### config.mk
export PLATFORM = sky130hd
export DESIGN_NAME = conf_chain_driver
export DESIGN_NICKNAME = d
export VERILOG_FILES = /design/src/rtl/conf_chain_driver.sv
export SDC_FILE = /design/constraint.sdc
export NUM_CORES = 1
export LEC_CHECK = 0
export CELL_PAD_IN_SITES_DETAIL_PLACEMENT = 0
export CELL_PAD_IN_SITES_GLOBAL_PLACEMENT = 1
export CORE_MARGIN = 4
export CORE_UTILIZATION = 40
export CTS_BUF_LIST = sky130_fd_sc_hd__clkbuf_4
export DETAILED_ROUTE_END_ITERATION = 12
export GPL_TIMING_DRIVEN = 1
export PLACE_DENSITY = 0.85
export SLEW_MARGIN = 10
export SYNTH_ARGS = -nofsm -noshare
export SYNTH_HDL_FRONTEND = slang
export SYNTH_SLANG_ARGS = --single-unit
### constraint.sdc
create_clock -name CLK -period 2.9 [get_ports CLK]
set_clock_uncertainty 0.15 [all_clocks]
set_input_delay 0.58 -clock CLK [delete_from_list [all_inputs] [get_ports CLK]]
set_output_delay 0.58 -clock CLK [all_outputs]
set_load 0.03 [all_outputs]
### src/rtl/conf_chain_driver.sv
// conf_chain_driver
// Feeds the tile configuration latch chain. Each accepted word is sent MSB-first
// on CONF_DATA. Every bit gets one CONF_PH1 strobe and then one CONF_PH2 strobe.
// The two strobes never overlap, and dead cycles sit on both sides of each strobe.
// All outputs come straight from flops.
// Optional feature: define CONF_READBACK_EN to add chain readback. This adds the
// CONF_RET input, the rb_data output and the rb_valid output.

module conf_chain_driver #(
  parameter int DATA_W    = 32,
  parameter int PULSE_CYC = 1,
  parameter int GAP_CYC   = 1
) (
  input  logic              CLK,
  input  logic              RESETn,
  input  logic [DATA_W-1:0] s_data,
  input  logic              s_valid,
  input  logic              s_last,
  output logic              s_ready,
  output logic              busy,
  output logic              done,
  output logic              CONF_DATA,
  output logic              CONF_PH1,
  output logic              CONF_PH2
`ifdef CONF_READBACK_EN
  ,
  input  logic              CONF_RET,
  output logic [DATA_W-1:0] rb_data,
  output logic              rb_valid
`endif
);

  localparam int BW   = (DATA_W > 1) ? $clog2(DATA_W) : 1;
  localparam int TMAX = (PULSE_CYC > GAP_CYC) ? PULSE_CYC : GAP_CYC;
  localparam int TW   = $clog2(TMAX) + 1;

  localparam logic [TW-1:0] PULSE_LD = TW'(PULSE_CYC - 1);
  localparam logic [TW-1:0] GAP_LD   = TW'(GAP_CYC - 1);
  localparam logic [TW-1:0] TMR_ZERO = {TW{1'b0}};
  localparam logic [TW-1:0] TMR_ONE  = TW'(1);
  localparam logic [BW-1:0] MSB_IDX  = BW'(DATA_W - 1);
  localparam logic [BW-1:0] BIT_ZERO = {BW{1'b0}};
  localparam logic [BW-1:0] BIT_ONE  = BW'(1);

  typedef enum logic [2:0] {
    ST_IDLE  = 3'd0,
    ST_SETUP = 3'd1,
    ST_PH1   = 3'd2,
    ST_GAP1  = 3'd3,
    ST_PH2   = 3'd4,
    ST_GAP2  = 3'd5,
    ST_WAIT  = 3'd6
  } state_e;

  state_e            state_q, state_d;
  logic [DATA_W-1:0] word_q, word_d;
  logic              last_q, last_d;
  logic [BW-1:0]     bit_cnt_q, bit_cnt_d;
  logic [TW-1:0]     tmr_q, tmr_d;
  logic              s_ready_q, s_ready_d;
  logic              busy_q, busy_d;
  logic              done_q, done_d;
  logic              data_q, data_d;
  logic              ph1_q, ph1_d;
  logic              ph2_q, ph2_d;
  logic              gap2_end;

  // The final cycle of GAP2 closes a bit period.
  assign gap2_end = (state_q == ST_GAP2) && (tmr_q == TMR_ZERO);

  // Next state and counters. Outputs are decoded from the next state so they line up with it.
  always_comb begin
    state_d   = state_q;
    word_d    = word_q;
    last_d    = last_q;
    bit_cnt_d = bit_cnt_q;
    tmr_d     = tmr_q;
    data_d    = data_q;
    done_d    = 1'b0;
    case (state_q)
      ST_IDLE, ST_WAIT: begin
        if (s_valid && s_ready_q) begin
          word_d    = s_data;
          last_d    = s_last;
          bit_cnt_d = MSB_IDX;
          data_d    = s_data[DATA_W-1];
          state_d   = ST_SETUP;
        end else begin
          state_d = state_q;
        end
      end
      ST_SETUP: begin
        tmr_d   = PULSE_LD;
        state_d = ST_PH1;
      end
      ST_PH1: begin
        if (tmr_q == TMR_ZERO) begin
          tmr_d   = GAP_LD;
          state_d = ST_GAP1;
        end else begin
          tmr_d = tmr_q - TMR_ONE;
        end
      end
      ST_GAP1: begin
        if (tmr_q == TMR_ZERO) begin
          tmr_d   = PULSE_LD;
          state_d = ST_PH2;
        end else begin
          tmr_d = tmr_q - TMR_ONE;
        end
      end
      ST_PH2: begin
        if (tmr_q == TMR_ZERO) begin
          tmr_d   = GAP_LD;
          state_d = ST_GAP2;
        end else begin
          tmr_d = tmr_q - TMR_ONE;
        end
      end
      ST_GAP2: begin
        if (gap2_end) begin
          if (bit_cnt_q != BIT_ZERO) begin
            bit_cnt_d = bit_cnt_q - BIT_ONE;
            data_d    = word_q[bit_cnt_d];
            state_d   = ST_SETUP;
          end else if (last_q) begin
            done_d  = 1'b1;
            state_d = ST_IDLE;
          end else begin
            state_d = ST_WAIT;
          end
        end else begin
          tmr_d = tmr_q - TMR_ONE;
        end
      end
      default: begin
        state_d = ST_IDLE;
      end
    endcase
    s_ready_d = (state_d == ST_IDLE) || (state_d == ST_WAIT);
    busy_d    = !s_ready_d;
    ph1_d     = (state_d == ST_PH1);
    ph2_d     = (state_d == ST_PH2);
  end

  // State and output registers. Reset is immediate, so the strobes drop as soon as RESETn falls.
  always_ff @(posedge CLK or negedge RESETn) begin
    if (!RESETn) begin
      state_q   <= ST_IDLE;
      word_q    <= {DATA_W{1'b0}};
      last_q    <= 1'b0;
      bit_cnt_q <= BIT_ZERO;
      tmr_q     <= TMR_ZERO;
      s_ready_q <= 1'b1;
      busy_q    <= 1'b0;
      done_q    <= 1'b0;
      data_q    <= 1'b0;
      ph1_q     <= 1'b0;
      ph2_q     <= 1'b0;
    end else begin
      state_q   <= state_d;
      word_q    <= word_d;
      last_q    <= last_d;
      bit_cnt_q <= bit_cnt_d;
      tmr_q     <= tmr_d;
      s_ready_q <= s_ready_d;
      busy_q    <= busy_d;
      done_q    <= done_d;
      data_q    <= data_d;
      ph1_q     <= ph1_d;
      ph2_q     <= ph2_d;
    end
  end

  assign s_ready   = s_ready_q;
  assign busy      = busy_q;
  assign done      = done_q;
  assign CONF_DATA = data_q;
  assign CONF_PH1  = ph1_q;
  assign CONF_PH2  = ph2_q;

`ifdef CONF_READBACK_EN
  logic [DATA_W-1:0] rb_data_q, rb_data_d;
  logic              rb_valid_q, rb_valid_d;

  // Shift the chain return in at the end of every bit, and flag a complete word after its last bit.
  always_comb begin
    rb_data_d  = rb_data_q;
    rb_valid_d = 1'b0;
    if (gap2_end) begin
      rb_data_d  = {rb_data_q[DATA_W-2:0], CONF_RET};
      rb_valid_d = (bit_cnt_q == BIT_ZERO);
    end else begin
      rb_data_d  = rb_data_q;
    end
  end

  // Readback registers.
  always_ff @(posedge CLK or negedge RESETn) begin
    if (!RESETn) begin
      rb_data_q  <= {DATA_W{1'b0}};
      rb_valid_q <= 1'b0;
    end else begin
      rb_data_q  <= rb_data_d;
      rb_valid_q <= rb_valid_d;
    end
  end

  assign rb_data  = rb_data_q;
  assign rb_valid = rb_valid_q;
`endif

endmodule
==> reports/metrics.cfg, run 1 <==
[floorplan]
row_count=27
fp.dieH_um=85.4
die_w_um=85.4
die_area_um2=7300
pin_count=42
core-area_um2=5640
start_util_pct=42.5

[final_layout]
antennaDiodeCount=0
n_fill_cell=531
final_layout_size_suffix_gt1_share_pct=8.62
fin_area_um2=2920
area_delta_synth_final_pct=21.7
stdcell_count=362
seqCellArea_um2=1200
nets=327
multi_input_area_um2=1100

[cts]
clock_path_buffers=2
htreeDepth=2
holdBufCountCts=0
clk_pin_slew_ns=0.14
cts_made_buffers=5
clock_latency_ns=0.36
cts_root_buf=clkbuf_4
cts_resized=0
post-cts-setup-buffers=0
clkSinkCount=48
cts_tree=yes

[synth]
synth_seq_cells=48
synth_warnings=0
synth_area_leader_cell=dfrtp_1
netlist_top_cells_count=106 x nand2_1, 47 x dfrtp_1, 12 x a21oi_1, 10 x clkbuf_1, 10 x nor2_1
yosysMostFrequentCell=nand2_1
synth_top_area_share_pct=49.1
synth_ff_type=dfrtp_1
async_reset_ff_share_pct=100
netlist_area_um2=2400
synth.area.top_cells=dfrtp_1 49%, nand2_1 17%, mux4_1 5.5%
synth_nets=289
synth_cells=251
avgSynthCellArea_um2=9.55
synth_edf_count=0
ys_types=42
synth_seq_area_share_pct=50.2

[sta]
hold_ws_ns=0.0583
tightest_slew_ns=0.607
setup_viol=0
period_share_pct=92.2
max_freq_ghz=0.374
grt_setup_unrepaired=false
fin_setup_tns_ns=0
fin_crit_ns=2.67
hold_viol=0
slew_headroom_pct=59.5
slew_violations=0

[place]
io_buffers=41
placed_area_um2=2860
dp_hpwl_um=3730
gp_congestion=0.805
dp.cells=354

[outcome]
status=finished, final reports clean

[global_route]
grt_usage_pct=14.4
gr-total-overflow=0
antenna_found_initial=0
grt_pass1_wl_um=8450
grt_pass1_vias=1812
grt_max_degree=34

[route]
vias_per_cell=4.93
drt_first_pass_iters=4
drtIter0Drc=116
drc=0
routed_wl_um=4910
avgRoutedWirePerCell_um=13.6
via_count=1785
drtAntennaViolNets=0

[pwr]
fin_total_pwr_uw=1040
leakage_uw=0.00142
combPwrFrac_pct=5.9
seqPwrFrac_pct=64.5
switching_share_pct=22.4
internal-power_uw=806
power.switching_uw=232
vdd_ir_drop_max_uv=162
clock_power_share_pct=29.6
power.density_nw_per_um2=356

[worst_setup_path]
startpoint=bit_cnt_q[0]
startpoint_type=register
reg2reg_from=bit_cnt_q[0]
cp.arrival_ns=2.77
crit_path_end_kind=register
cp.required_ns=3.00
r2r_setup_slack_ns=0.23
cp_max_fo=8
crit_type=reg2reg
r2r-end=CONF_DATA
rr_worst_depth=8
cp-endpoint=CONF_DATA

[min_path]
hold_class=in2async

[run]
maxCapViolCount=0

[critical path, cell delays in order (launching register included)]
cell     delay [ns]
dfrtp_1        0.54
inv_6          0.13
ha_1           0.34
xor2_4         0.30
mux4_2         0.53
and2_1         0.16
a21oi_1        0.11
mux4_2         0.25
o31ai_2        0.06
[layout by cell type, fill, tap and decap left out, types with 2 or more instances in the layout]
cell	Yosys	layout
a21oi_1	12	12
inv_6	1	2
xor2_1	3	3
mux4_2	3	3
nor2_1	10	10
o22a_1	3	3
inv_1	4	4
mux2i_1	2	2
a31oi_1	2	2
nand2_1	106	106
clkdlybuf4s50_1	0	40
mux4_1	5	5
clkbuf_4	0	5
buf_4	3	6
o21ai_1	3	3
ha_1	2	2
or3_1	2	2
nor3_1	5	4
xnor2_1	3	3
o22ai_1	3	3
dfrtp_1	47	47
[layout make-up]
type | count | area share, %
clock buffer | 5 | 1.29
multi-input combinational | 182 | 37.6
timing repair buffer | 47 | 15.4
inverter | 5 | 0.815
sequential | 48 | 41.2
tap | 72 | 3.09
clock inverter | 3 | 0.600
[worst min-delay path by stage]
stage | start | endpoint | slack [ns]
2_1_floorplan | RESETn | CONF_DATA | 0.13
3_3_place_gp | word_q[5] | word_q[5] | 0.31
3_5_place_dp | word_q[1] | word_q[1] | 0.31
4_1_cts | RESETn | word_q[24] | 0.06
5_1_grt | RESETn | word_q[25] | 0.08
6_report | RESETn | word_q[25] | 0.06
[power by group through the flow]
| stage | logic (uW) | registers, uW | clock network, uW |
|---|---|---|---|
| 2_1_floorplan | 0.505 | 682 | 0 |
| 3_3_place_gp | 61.9 | 682 | 0 |
| 3_5_place_dp | 62.3 | 682 | 0 |
| 4_1_cts | 62.6 | 669 | 318 |
| 5_1_grt | 67.2 | 670 | 344 |
| 6_report | 61.4 | 669 | 307 |
[cells by family after synthesis]
logic type	count (synthesis)	share of synthesized area, %
flip-flops	48	50.2
adder cells (fa/ha/maj)	2	1.04
buffers and inverters	21	4.33
multiplexers	12	11.1
AO/OA/AOI/OAI	30	7.93
AND/OR/NAND/NOR	131	22.1
XOR/XNOR	7	3.34
[metal layers]
| metal | GRT usage [%] | vias up | part of all wire [%] |
|---|---|---|---|
| met5 | 0 | - | 0 |
| met4 | 5.47 | 0 | 1.5 |
| met3 | 3.11 | 8 | 5.5 |
| met2 | 24.3 | 48 | 48 |
| met1 | 18.1 | 817 | 45 |
| li1 | - | 912 | - |
[through the flow]
| stage | setup slack (ns) | utilization [%] |
|---|---|---|
| 6_report | 0.227 | 51.7 |
| 4_1_cts | 0.198 | 51.7 |
| 3_3_place_gp | 0.308 | 50.7 |
| 5_1_grt | 0.0569 | 51.7 |
| 3_5_place_dp | 0.244 | 50.7 |
| 2_1_floorplan | 0.453 | - |
[flip-flops by register name (all words and copies together) (netlist names)]
signal	count
word_q	32
bit_cnt_q	5
state_q	3
CONF_DATA	1
CONF_PH1	1
CONF_PH2	1
busy	1
done	1
last_q	1
s_ready	1
tmr_q	1
Power figures use the tool's default switching activity.
==> inputs of run 2 (changes only) <==
--- a/config.mk
+++ b/config.mk
@@ -8,11 +8,11 @@
 export CELL_PAD_IN_SITES_DETAIL_PLACEMENT = 0
 export CELL_PAD_IN_SITES_GLOBAL_PLACEMENT = 1
 export CORE_MARGIN = 4
-export CORE_UTILIZATION = 40
+export CORE_UTILIZATION = 35
 export CTS_BUF_LIST = sky130_fd_sc_hd__clkbuf_4
 export DETAILED_ROUTE_END_ITERATION = 12
 export GPL_TIMING_DRIVEN = 1
-export PLACE_DENSITY = 0.85
+export PLACE_DENSITY = 0.79
 export SLEW_MARGIN = 10
 export SYNTH_ARGS = -nofsm -noshare
 export SYNTH_HDL_FRONTEND = slang
==> constraint.sdc (replaced) <==
create_clock -name CLK -period 2.45 [get_ports CLK]
set_clock_uncertainty 0.15 [all_clocks]
set_input_delay 0.49 -clock CLK [delete_from_list [all_inputs] [get_ports CLK]]
set_output_delay 0.49 -clock CLK [all_outputs]
set_load 0.03 [all_outputs]
==> reports/metrics.cfg, run 2 (synthesis gave the netlist of run 1 again) <==
[place]
gp_congestion=0.873
dp_worst_setup_slack_ns=-0.0216
dp_hpwl_um=3850
io_buffers=41

[route]
via_count=1853
drtIter0Drc=100
drtAntennaViolNets=0
vias_per_cell=4.95
routed_wl_um=5140
drt_first_pass_iters=4
drc=0
avgRoutedWirePerCell_um=13.8

[cts]
cts_tree=yes
clock_latency_ns=0.36
clock_path_buffers=2
cts_root_buf=clkbuf_4
clk_pin_slew_ns=0.13
clkSinkCount=48
cts_made_buffers=5
htreeDepth=2

[pwr]
leakage_uw=0.00147
fin_total_pwr_uw=1240
vdd_ir_drop_max_uv=170
power.density_nw_per_um2=405

[worst_setup_path]
cp.arrival_ns=2.48
startpoint_type=register
cp.required_ns=2.60
startpoint=bit_cnt_q[0]
crit_path_end_kind=register
cp-endpoint=CONF_PH1
cp_max_fo=4
crit_type=reg2reg
reg2reg_from=bit_cnt_q[0]
rr_worst_depth=10
r2r_setup_slack_ns=0.12
r2r-end=CONF_PH1

[sta]
tightest_slew_ns=0.563
period_share_pct=94.9
slew_violations=0
max_freq_ghz=0.430
hold_viol=0
setup_viol=0
fin_crit_ns=2.33
setup_slack_ns=0.124
slew_headroom_pct=62.4

[run]
maxCapViolCount=0

[final_layout]
area_delta_synth_final_pct=27.5
postLayoutCoreUtil_pct=47.0
nets=334
final_cell_mix=106 x nand2_1, 47 x dfrtp_1, 40 x clkdlybuf4s50_1, 11 x a21oi_1
top_regs=word_q x32, bit_cnt_q x5, state_q x3
largest_reg_flops=32
n_fill_cell=623
final_common_cell=nand2_1
largest-register=word_q
final_layout_size_suffix_gt1_share_pct=13.1
antennaDiodeCount=0

[global_route]
gr-total-overflow=0
grt_max_degree=33
antenna_found_initial=0
grt_pass1_wl_um=9070
grt_pass1_vias=1819
grt_usage_pct=13.6

[outcome]
status=finished, final reports clean

[floorplan]
die_w_um=90.8
fp.dieH_um=90.8
core-area_um2=6490
pin_count=42
start_util_pct=36.9
row_count=29
die_area_um2=8240

[min_path]
hold_class=reg2reg

[run 2: through the flow]
step,TNS [ns],cells,hold WS (ns),cell area [um^2]
CTS,0,374,0.342,3010
finish,0,374,0.337,3060
global route,-0.00822,374,0.357,3060
global placement,0,364,0.306,2920
floorplan,0,251,0.0444,2400
detailed placement,-0.0216,364,0.310,2920
[run 2: per-layer routing]
layer	track usage, %	part of all wire (%)	up-vias
li1	-	-	925
met3	3.33	5.1	6
met5	0	0	-
met1	19.3	47	872
met2	20.7	46	50
met4	3.83	1.1	0
[run 2: timing repair]
item / 4_1_cts / 5_1_grt
endpoints found under the hold margin: 21 / 0
setup buffers: 1 / 0
resized for setup: 0 / 12
setup endpoints to repair: 1 / 4
pin swaps: 0 / 3
hold buffers: 1 / 0
[run 2: worst min path at each step]
stage,startpoint,endpoint,slack [ns],cells past startpoint
4_1_cts,word_q[14],word_q[14],0.34,2
6_report,word_q[22],word_q[22],0.34,2
3_3_place_gp,word_q[21],word_q[21],0.31,2
5_1_grt,word_q[14],word_q[14],0.36,2
2_1_floorplan,RESETn,CONF_DATA,0.04,0
3_5_place_dp,word_q[14],word_q[14],0.31,2
[run 2: area by class of cell]
| class | count | area [um^2] | area share (%) |
|---|---|---|---|
| clock buffers | 6 | 45.0 | 1.47 |
| clock inverters | 2 | 11.3 | 0.369 |
| inverters | 5 | 23.8 | 0.778 |
| multi-input cells | 182 | 1140 | 37.4 |
| flip-flops and latches | 48 | 1200 | 39.4 |
| well taps | 77 | 96.3 | 3.15 |
| repair buffers | 54 | 534 | 17.5 |
[run 2: where the power goes]
| group | internal (uW) | switching (uW) |
|---|---|---|
| Sequential | 792 | 0 |
| Clock | 121 | 249 |
| Combinational | 52.1 | 23.4 |
[run 2: critical path: stages, from the launching register on]
cell and delay [ns]:
dfrtp_1 0.44, clkinv_4 0.07, buf_6 0.10, ha_2 0.17
or4b_4 0.48, o31ai_4 0.25, a21oi_2 0.08, a21oi_2 0.19
buf_4 0.15, nand2_1 0.06, nor2_2 0.13
==> RTL change, RTL diff (settings of run 1) <==
Set the parameter `DATA_W` to 16 (it was 32).
--- a/src/rtl/conf_chain_driver.sv
+++ b/src/rtl/conf_chain_driver.sv
@@ -8,5 +8,5 @@
 
 module conf_chain_driver #(
-  parameter int DATA_W    = 32,
+  parameter int DATA_W    = 16,
   parameter int PULSE_CYC = 1,
   parameter int GAP_CYC   = 1
Ports: changed (resized s_data); port bits go from 42 to 26. The function was not compared with the original's and may differ.
==> RTL change against run 1 <==
Routed wire length fell by 45%. Area after synthesis fell by 38%. Sequential cell count down 17. Cell area fell by 38%. Worst setup slack better by 0.20 ns. Utilization is 1.1 points higher. Count of clock-buffer cells in the layout up 1. Total power rose by 68%. Critical path type unchanged.
==> RTL change: results (changes against run 1) <==
* Post-synth top cells: dfrtp_1 (30), mux2_2 (17), nand2_1 (6) (was nand2_1 (106), dfrtp_1 (47), a21oi_1 (12))
* Number of non-clock buffers at 27 (was 47)
* Clock period minus worst slack at 2.48 ns (was 2.67 ns)
* Clock transition at path regs at 0.09 ns (was 0.14 ns)
* Count of multi-input gates at 76 (was 182)
* Post-DP HPWL at 1.94 mm (was 3.73 mm)
* Slowest cell delay on critical path at 0.56 ns (was 0.54 ns)
* Later-pin clock latency in the skew report at 0.32 ns (was 0.36 ns)
* CP delay by family, top: flip-flops (was multiplexers)
* Power Dens Cells at 960 nW/um^2 (was 356 nW/um^2)
* Worst-case reg-to-reg path depth at 7 (was 8)
* Sequential cell area share at 0.427 (was 0.412)
* Fillers at 299 (was 531)
* Met1 usage at 0.184 (was 0.181)
* Total GRT Usage at 0.142 (was 0.144)
* Share of layout cells above drive strength 1 at 0.238 (was 0.0862)
* Outcome: completed (unchanged)
* Clk tree area frac at 0.0289 (was 0.0189)
* Met2 global-route usage at 0.213 (was 0.243)
* Max VDD drop at 0.000424 V (was 0.000162 V)
* Final core occ at 0.528 (was 0.517)
* R2R setup slack at 0.42 ns (was 0.23 ns)
* Dpl ws at 0.423 ns (was 0.244 ns)
* GR Util met3 at 0.0438 (was 0.0311)
* Initial drt markers at 26 (was 116)
* Nets at 167 (was 327)
* Worst Tran Pin Value at 0.430 ns (was 0.607 ns)
[RTL change: cell types whose count changed in the layout (fill, tap and decap cells not counted), moves of 5 or more]
cell,delta
mux2_2,+17
dfrtp_1,-17
mux4_1,-5
nand2_1,-100
clkdlybuf4s50_1,-15
nor2_1,-7
a21oi_1,-7
[RTL change: kinds of logic after synthesis]
group	share of synthesized area
flip-flops	0.526
AND/OR/NAND/NOR	0.137
adder cells (fa/ha/maj)	0.00847
AO/OA/AOI/OAI	0.0780
XOR/XNOR	0.0237
multiplexers	0.191
buffers and inverters	0.0356
[RTL change: metrics by stage]
step,hold slack (ns),cells
after detailed placement,0.348,185
after CTS,0.371,193
after global placement,0.347,185
final,0.364,193
after floorplan,0.134,120
after global routing,0.393,193
[RTL change: report_power, final]
group	internal, mW	leakage (nW)	switching [mW]
registers	0.628	0.369	0.180
logic	0.409	0.363	0.291
clock network	0.0991	0.0307	0.140
